--- config.mk ---
export PLATFORM = sky130hd
export DESIGN_NAME = coeff_buffer_controller
export DESIGN_NICKNAME = d
export VERILOG_FILES = /design/src/rtl/coeff_buffer_controller.sv
export SDC_FILE = /design/constraint.sdc
export NUM_CORES = 1
export LEC_CHECK = 0
export CAP_MARGIN = 20
export CORE_UTILIZATION = 47
export DETAILED_ROUTE_END_ITERATION = 12
export GPL_ROUTABILITY_DRIVEN = 0
export HOLD_SLACK_MARGIN = 0.08
export MAX_ROUTING_LAYER = met4
export PLACE_DENSITY = 0.87
export REMOVE_ABC_BUFFERS = 1
export SYNTH_ARGS = -nofsm -noshare
export SYNTH_HDL_FRONTEND = slang
export SYNTH_SLANG_ARGS = --single-unit
export TNS_END_PERCENT = 1
--- constraint.sdc ---
create_clock -name clock -period 6.81 [get_ports clock]
set_input_delay 1.0215 -clock clock [delete_from_list [all_inputs] [get_ports clock]]
set_output_delay 1.0215 -clock clock [all_outputs]
set_load 0.02 [all_outputs]
--- src/rtl/coeff_buffer_controller.sv ---
// Coefficient buffer controller. It tracks the write, commit and release
// pointers of a circular coefficient RAM that sits between the VLD (writer)
// and the inverse quantiser (reader). It also handles the flush handshake
// and the macroblock bookkeeping.
module coeff_buffer_controller #(
    parameter int ADDR_W = 10
) (
    input  logic              clock,
    input  logic              reset,
    input  logic              Start_I,
    input  logic              Wr_Req_I,
    input  logic [31:0]       Wr_Data_I,
    output logic              Wr_Grant_O,
    input  logic              Wr_Commit_I,
    input  logic              Wr_Abort_I,
    output logic              Ram_Wr_En_O,
    output logic [ADDR_W-1:0] Ram_Wr_Address_O,
    output logic [31:0]       Ram_Wr_Data_O,
    input  logic              MB_Done_I,
    input  logic [ADDR_W:0]   Rd_Release_Address_I,
    input  logic              Reader_Busy_I,
    input  logic              Flush_I,
    output logic              Coeff_Buffer_Empty_O,
    output logic              Coeff_Buffer_Full_O,
    output logic              Coeff_Buffer_Reset_O,
    output logic [ADDR_W:0]   Coeff_Buffer_Reset_Address_O,
    output logic [7:0]        MB_Count_O,
    output logic [ADDR_W:0]   Level_O
);

    localparam int PW = ADDR_W + 1;
    localparam logic [PW-1:0] DEPTH = PW'(1) << ADDR_W;

    typedef enum logic [1:0] {
        ST_IDLE,
        ST_RUN,
        ST_FLUSH_WAIT,
        ST_FLUSH
    } state_t;

    state_t          state_q, state_d;
    logic [PW-1:0]   wr_ptr_q, wr_ptr_d;
    logic [PW-1:0]   cm_ptr_q, cm_ptr_d;
    logic [PW-1:0]   rel_ptr_q, rel_ptr_d;
    logic [7:0]      mb_count_q, mb_count_d;

    logic            in_run;
    logic            in_flush_wait;
    logic            in_flush;
    logic            count_max;
    logic            grant;
    logic            commit_ok;
    logic            done_ok;
    logic            abort_ok;
    logic [PW-1:0]   level;
    logic [PW-1:0]   wr_ptr_inc;

    // Status decode and the zero-latency write grant path.
    always_comb begin
        in_run        = (state_q == ST_RUN);
        in_flush_wait = (state_q == ST_FLUSH_WAIT);
        in_flush      = (state_q == ST_FLUSH);
        // Wrap bit kept as MSB so the modulo difference separates empty (0) from full (DEPTH).
        level         = wr_ptr_q - rel_ptr_q;
        count_max     = (mb_count_q == 8'hFF);
        grant         = Wr_Req_I & in_run & (level != DEPTH) & ~Wr_Abort_I & ~count_max;
        wr_ptr_inc    = wr_ptr_q + PW'(grant);
        abort_ok      = in_run & Wr_Abort_I;
        // Abort wins over commit; a saturated counter cannot take another macroblock.
        commit_ok     = in_run & Wr_Commit_I & ~Wr_Abort_I & ~count_max;
        done_ok       = (in_run | in_flush_wait) & MB_Done_I & (mb_count_q != 8'd0);
    end

    // Next-state logic for the FSM, the pointers and the macroblock counter.
    always_comb begin
        // NOTE: every variable gets a default before any branch so no path infers a latch.
        state_d    = state_q;
        wr_ptr_d   = wr_ptr_q;
        cm_ptr_d   = cm_ptr_q;
        rel_ptr_d  = rel_ptr_q;
        mb_count_d = mb_count_q;

        unique case (state_q)
            ST_IDLE: begin
                if (Start_I) state_d = ST_RUN;
            end
            ST_RUN: begin
                // The busy check is made in the same evaluation as entry, so an idle
                // reader sends the flush straight through.
                if (Flush_I) state_d = Reader_Busy_I ? ST_FLUSH_WAIT : ST_FLUSH;
            end
            ST_FLUSH_WAIT: begin
                if (!Reader_Busy_I) state_d = ST_FLUSH;
            end
            ST_FLUSH: begin
                state_d = ST_RUN;
            end
            default: state_d = ST_IDLE;
        endcase

        // Abort rolls the writer back to the last commit boundary.
        if (abort_ok) wr_ptr_d = cm_ptr_q;
        else          wr_ptr_d = wr_ptr_inc;

        // The commit boundary includes a word granted in the same cycle.
        if (commit_ok) cm_ptr_d = wr_ptr_inc;

        if (done_ok) rel_ptr_d = Rd_Release_Address_I;

        // A commit and a release in the same cycle cancel out in the count.
        unique case ({commit_ok, done_ok})
            2'b10:   mb_count_d = mb_count_q + 8'd1;
            2'b01:   mb_count_d = mb_count_q - 8'd1;
            default: mb_count_d = mb_count_q;
        endcase

        if (in_flush) begin
            wr_ptr_d   = '0;
            cm_ptr_d   = '0;
            rel_ptr_d  = '0;
            mb_count_d = '0;
        end
    end

    // State and pointer registers with synchronous reset.
    always_ff @(posedge clock) begin
        // NOTE: sequential state uses non-blocking assignments so every register samples pre-edge values.
        if (reset) begin
            state_q    <= ST_IDLE;
            wr_ptr_q   <= '0;
            cm_ptr_q   <= '0;
            rel_ptr_q  <= '0;
            mb_count_q <= '0;
        end else begin
            state_q    <= state_d;
            wr_ptr_q   <= wr_ptr_d;
            cm_ptr_q   <= cm_ptr_d;
            rel_ptr_q  <= rel_ptr_d;
            mb_count_q <= mb_count_d;
        end
    end

    assign Wr_Grant_O                   = grant;
    assign Ram_Wr_En_O                  = grant;
    assign Ram_Wr_Address_O             = wr_ptr_q[ADDR_W-1:0];
    assign Ram_Wr_Data_O                = Wr_Data_I;
    assign Coeff_Buffer_Empty_O         = (mb_count_q == 8'd0);
    assign Coeff_Buffer_Full_O          = (level == DEPTH);
    assign Coeff_Buffer_Reset_O         = in_flush;
    assign Coeff_Buffer_Reset_Address_O = in_flush ? '0 : cm_ptr_q;
    assign MB_Count_O                   = mb_count_q;
    assign Level_O                      = level;

endmodule

Word level (Yosys, flattened, before mapping)
Cells that the tools add are included.
{"block": "totals", "romBits": 0, "ramBits": 0, "memories": 0, "out_inout_bits": 77, "wordCells": 47, "input_bits": 52, "latchBits": 0, "register_bits": 43}
{"block": "classes", "mul": 0, "n_bitwise": 13, "mux": 8, "shifts": 0, "eq_ne": 11, "div_mod_pow": 0, "reduce_logical": 6, "magnitude_cmp": 0, "addsub": 4}
{"op": "2-to-1 mux 11 bit", "count": 2}
{"op": "case mux 8 bit (2 select lines)", "count": 1}
{"op": "adder 11 x 1 -> 11 bit", "count": 1}
{"op": "== test 11 bit, second input constant", "count": 1}
{"op": "inequality test 11 bit, second input constant", "count": 1}
{"op": "subtractor 11 bit", "count": 1}
{"op": "AND 1 bit", "count": 10}
{"op": "adder 8 x 1 -> 8 bit, second input constant", "count": 1}
{"op": "== test 8 bit, second input constant", "count": 1}
{"op": "logical NOT 8 bit", "count": 1}
{"op": "case mux 2 bit (4 select lines)", "count": 1}
{"op": "nonzero test 8 bit", "count": 1}
{"op": "subtractor 8 x 1 -> 8 bit, second input constant", "count": 1}
{"op": "== test 2 bit, second input constant", "count": 3}
{"op": "2-to-1 mux 2 bit", "count": 3}
{"op": "inequality test 2 bit, second input constant", "count": 3}
{"op": "== test 2 x 1 -> 1 bit, second input constant", "count": 2}
{"op": "AND reduction 3 bit", "count": 1}
{"op": "logical NOT 2 bit", "count": 1}
{"op": "NOT 1 bit", "count": 2}
{"op": "nonzero test 2 bit", "count": 1}
{"op": "OR reduction 2 bit", "count": 1}
{"op": "2-to-1 mux 1 bit", "count": 1}
{"op": "bitwise OR 1 bit", "count": 1}

Depth between registers and ports, before layout
{"block": "logic_depth", "depth_word": 7, "mapped_depth": 16, "depth_no_buf": 15}

Worst setup path after synthesis
No wires, ideal clock.
{"block": "synth_path", "path_type": "register -> output", "from": "reg wr_ptr_q[0]", "to": "out Wr_Grant_O", "arrival_time_ns": 2.806, "stages_incl_launch_ff": 11, "t_required_ns": 5.788, "slack_ns": 2.983, "n_path_buf": 1, "path_cell_list": "dfxtp_1 > inv_1 > ha_1 > fa_1 > nand2b_1 > a21oi_1 > o22ai_2 > xnor2_1 > nor4_1 > a41oi_1 > buf_4"}
{"block": "synth_between", "elab_chain_len": 5}
{"element": "start: declaration", "line_no": "42", "text": "logic [PW-1:0] wr_ptr_q, wr_ptr_d;"}
{"element": "start signal: assignment", "line_no": "136", "text": "wr_ptr_q <= wr_ptr_d;"}
{"element": "subtractor 11 bit", "line_no": "64", "text": "level = wr_ptr_q - rel_ptr_q;"}
{"element": "named net Level_O[8]", "line_no": "28", "text": "output logic [ADDR_W:0] Level_O"}
{"element": "inequality test 11 bit", "line_no": "66", "text": "grant = Wr_Req_I & in_run & (level != DEPTH) & ~Wr_Abort_I & ~count_max;"}
{"element": "AND 1 bit (3 in a row)", "line_no": "66"}
{"element": "end: declaration", "line_no": "13", "text": "output logic Wr_Grant_O,"}
The timed path passes the listed nets, and every way through them passes these cells.

Worst setup path after layout
{"block": "layout_path", "from": "reg wr_ptr_q[1]", "to": "out Ram_Wr_En_O"}
{"block": "layout_between", "elab_chain_len": 5}
{"element": "subtractor 11 bit", "line_no": "64"}
{"element": "inequality test 11 bit", "line_no": "66"}
{"element": "AND 1 bit (3 in a row)", "line_no": "66"}
{"element": "end: declaration", "line_no": "16", "text": "output logic Ram_Wr_En_O,"}
No other way between the ends.

==> flow_metrics.tcl <==
set metrics [dict create \
    clockBufferDepth 2 \
    synth_edf_count 0 \
    yosysUniqueCellTypes 44 \
    critical_path_class "reg -> out" \
    drt-pass1-iter-count 4 \
    worstPathArrival_ps 3480 \
    via_per_inst 5.77 \
    status "finished, final reports clean" \
    synth-seq-cells 43 \
    peakVddDrop_v 0.000368 \
    power_uw 1310 \
    cts_tree "built" \
    cts_buffers 5 \
    clkLatencyLatePin_ps 290 \
    cts_num_sinks 43 \
    max_freq_mhz 222 \
    htree_levels 2 \
    startpoint_type "flip-flop" \
    leakage_uw 0.00141 \
    diodes 0 \
    period_minus_slack_ps 4500 \
    antenna_found_initial 0 \
    cts_hold_buf 0 \
    syn-instance-count 389 \
    synth_ff_type "dfxtp_1" \
    cp-end-kind "primary output" \
    maxCapViolations 0 \
    io_pins 129 \
    die_h_um 82.7 \
    tightest_slew_ps 784 \
    ys_seq_area_frac 0.281 \
    cp.required_ps 5790 \
    drt_iter0_markers 97 \
    final_net_count 483 \
    layout-drive-gt1-share 0.0295 \
    p_per_area_mw_per_mm2 369 \
    cp.buffers_inverters 2 \
    initial_utilization 0.485 \
    port-buffer-count 64 \
    rsz0062_at_grt "false" \
    post_cts_resized 0 \
    grt_pass1_wl_um 13300 \
    synth_warnings 0 \
    wirelength_um 8640 \
    path_cells "inv_1 > fa_1 > nand2b_1 > a21oi_1 > xor2_1 > or4_1 > nor4_1 > a41oi_1 > clkdlybuf4s50_1" \
    async_flop_share 0 \
    first_global_vias 2528 \
    final-setup-viol-count 0 \
    hp-class "reg -> reg" \
    period_share 0.661 \
    cts_setup_buffers 0 \
    critical_path.max_fanout 8 \
    dieArea_mm2 0.00684 \
    syn2layout_area_growth_pct 16.1 \
    yosysTopAreaCellShare 0.281 \
    yosysMostFrequentCell "nor2_1" \
    track_usage 0.271 \
    cpPeakStageDelay_ps 620 \
    drtAntennaViolNets 0 \
    route.detailed.drc 0 \
    drt-wirelength-per-cell_um 17.9 \
    yosysTopAreaCell "dfxtp_1" \
    dp_hpwl_um 6590 \
    die_x_um 82.7 \
    num_vias 2794 \
    num_rows 29 \
    path_delay_family "simple AND/OR/NAND/NOR gates" \
    clk_pin_slew_ps 80 \
    synthTopCellsByCount "nor2_1 (62), buf_4 (43), dfxtp_1 (43)" \
    hold_violations 0 \
    yosys-top-cells-area "dfxtp_1 (28%), buf_4 (11%), ha_1 (9.4%)" \
    cpMaxStageDelayCell "clkdlybuf4s50_1" \
    cts-root-buf "clkbuf_8" \
    postSynthAreaPerCell_um2 7.87 \
    relSlewSlack 0.477 \
    design.core.area_mm2 0.00631 \
    netlist_area_mm2 0.00306 \
    slew_violations 0 \
    holdWs_ps 508 \
    fin_worst_skew_ps 4.99 \
    grt_max_degree 44 \
    overflow 0 \
    final.setup.tns_ps 0 \
]
## path summary, 6_finish.rpt
| check | to | cells past startpoint | slack, ps | start |
|---|---|---|---|---|
| hold / removal | wr_ptr_q[0] | 2 | 510 | cm_ptr_q[0] |
| hold reg to reg | wr_ptr_q[0] | 2 | 510 | cm_ptr_q[0] |
| setup reg to reg | wr_ptr_q[10] | 14 | 2960 | wr_ptr_q[1] |
| setup / recovery | Ram_Wr_En_O | 9 | 2310 | wr_ptr_q[1] |
## worst register-to-register path: cells and delay by family, from the launching register on
kind | cells | cell delay (ps)
buffers and inverters | 1 | 120
adder cells (fa/ha/maj) | 3 | 1160
AND/OR/NAND/NOR | 4 | 600
AO/OA/AOI/OAI | 4 | 880
flip-flops | 1 | 520
XOR/XNOR | 2 | 510
## cell families after synthesis
group | synth area share
compound gates | 0.149
xor+xnor | 0.0572
fa+ha+maj | 0.107
buf+inv | 0.156
flops | 0.281
mux | 0.0229
simple gates | 0.227
## routing by layer
layer	track usage	share of wire	up-vias
li1	-	-	1331
met1	0.330	0.43	1316
met2	0.413	0.45	143
met3	0.134	0.11	4
met4	0.0362	0.0024	0
met5	-	0	-
## cell usage in the layout (no fill, tap or decap), drive strengths merged, types with 2 or more instances in the layout
cell type / count
dfxtp: 43
nor3: 7
or4: 5
nand2b: 5
a21oi: 25
nand3: 10
nand2: 12
o21ai: 10
nor4: 3
mux2i: 7
nor2: 62
and4: 2
a211oi: 17
nor3b: 2
xor2: 13
or3: 2
nor2b: 16
o211ai: 2
o221ai: 2
and3: 5
a21o: 2
fa: 2
ha: 23
clkdlybuf4s50: 64
nand4: 5
clkbuf: 6
xnor2: 7
inv: 29
## area by class of cell
type	count	area (µm²)
fill	588	2760
multi-input combinational	262	1720
sequential	43	861
timing repair buffer	65	648
inverter	29	109
tap	77	96.3
clock buffer	6	82.6
clock inverter	2	35.0
## state kept, by name, summed over array words and instances, names as in the netlist
signal and count:
wr_ptr_q 11, rel_ptr_q 11, state_q 2, MB_Count_O 8, cm_ptr_q 11
## where the power goes
| group | leakage (µW) | switching (µW) | total (µW) | internal, µW |
|---|---|---|---|---|
| logic | 0.00100 | 431 | 780 | 349 |
| registers | 0.000349 | 41.7 | 328 | 286 |
| clock network | 0.0000612 | 86.6 | 205 | 119 |
## per-stage QoR
step,setup WS [ps],utilization,cell area (µm²),std cells
6_report,2310,0.563,3560,484
5_1_grt,2100,0.563,3560,484
4_1_cts,2310,0.563,3560,484
3_5_place_dp,2290,0.545,3440,476
3_3_place_gp,2540,0.545,3440,476
2_1_floorplan,2680,-,2690,334
Power figures use the tool's default switching activity.
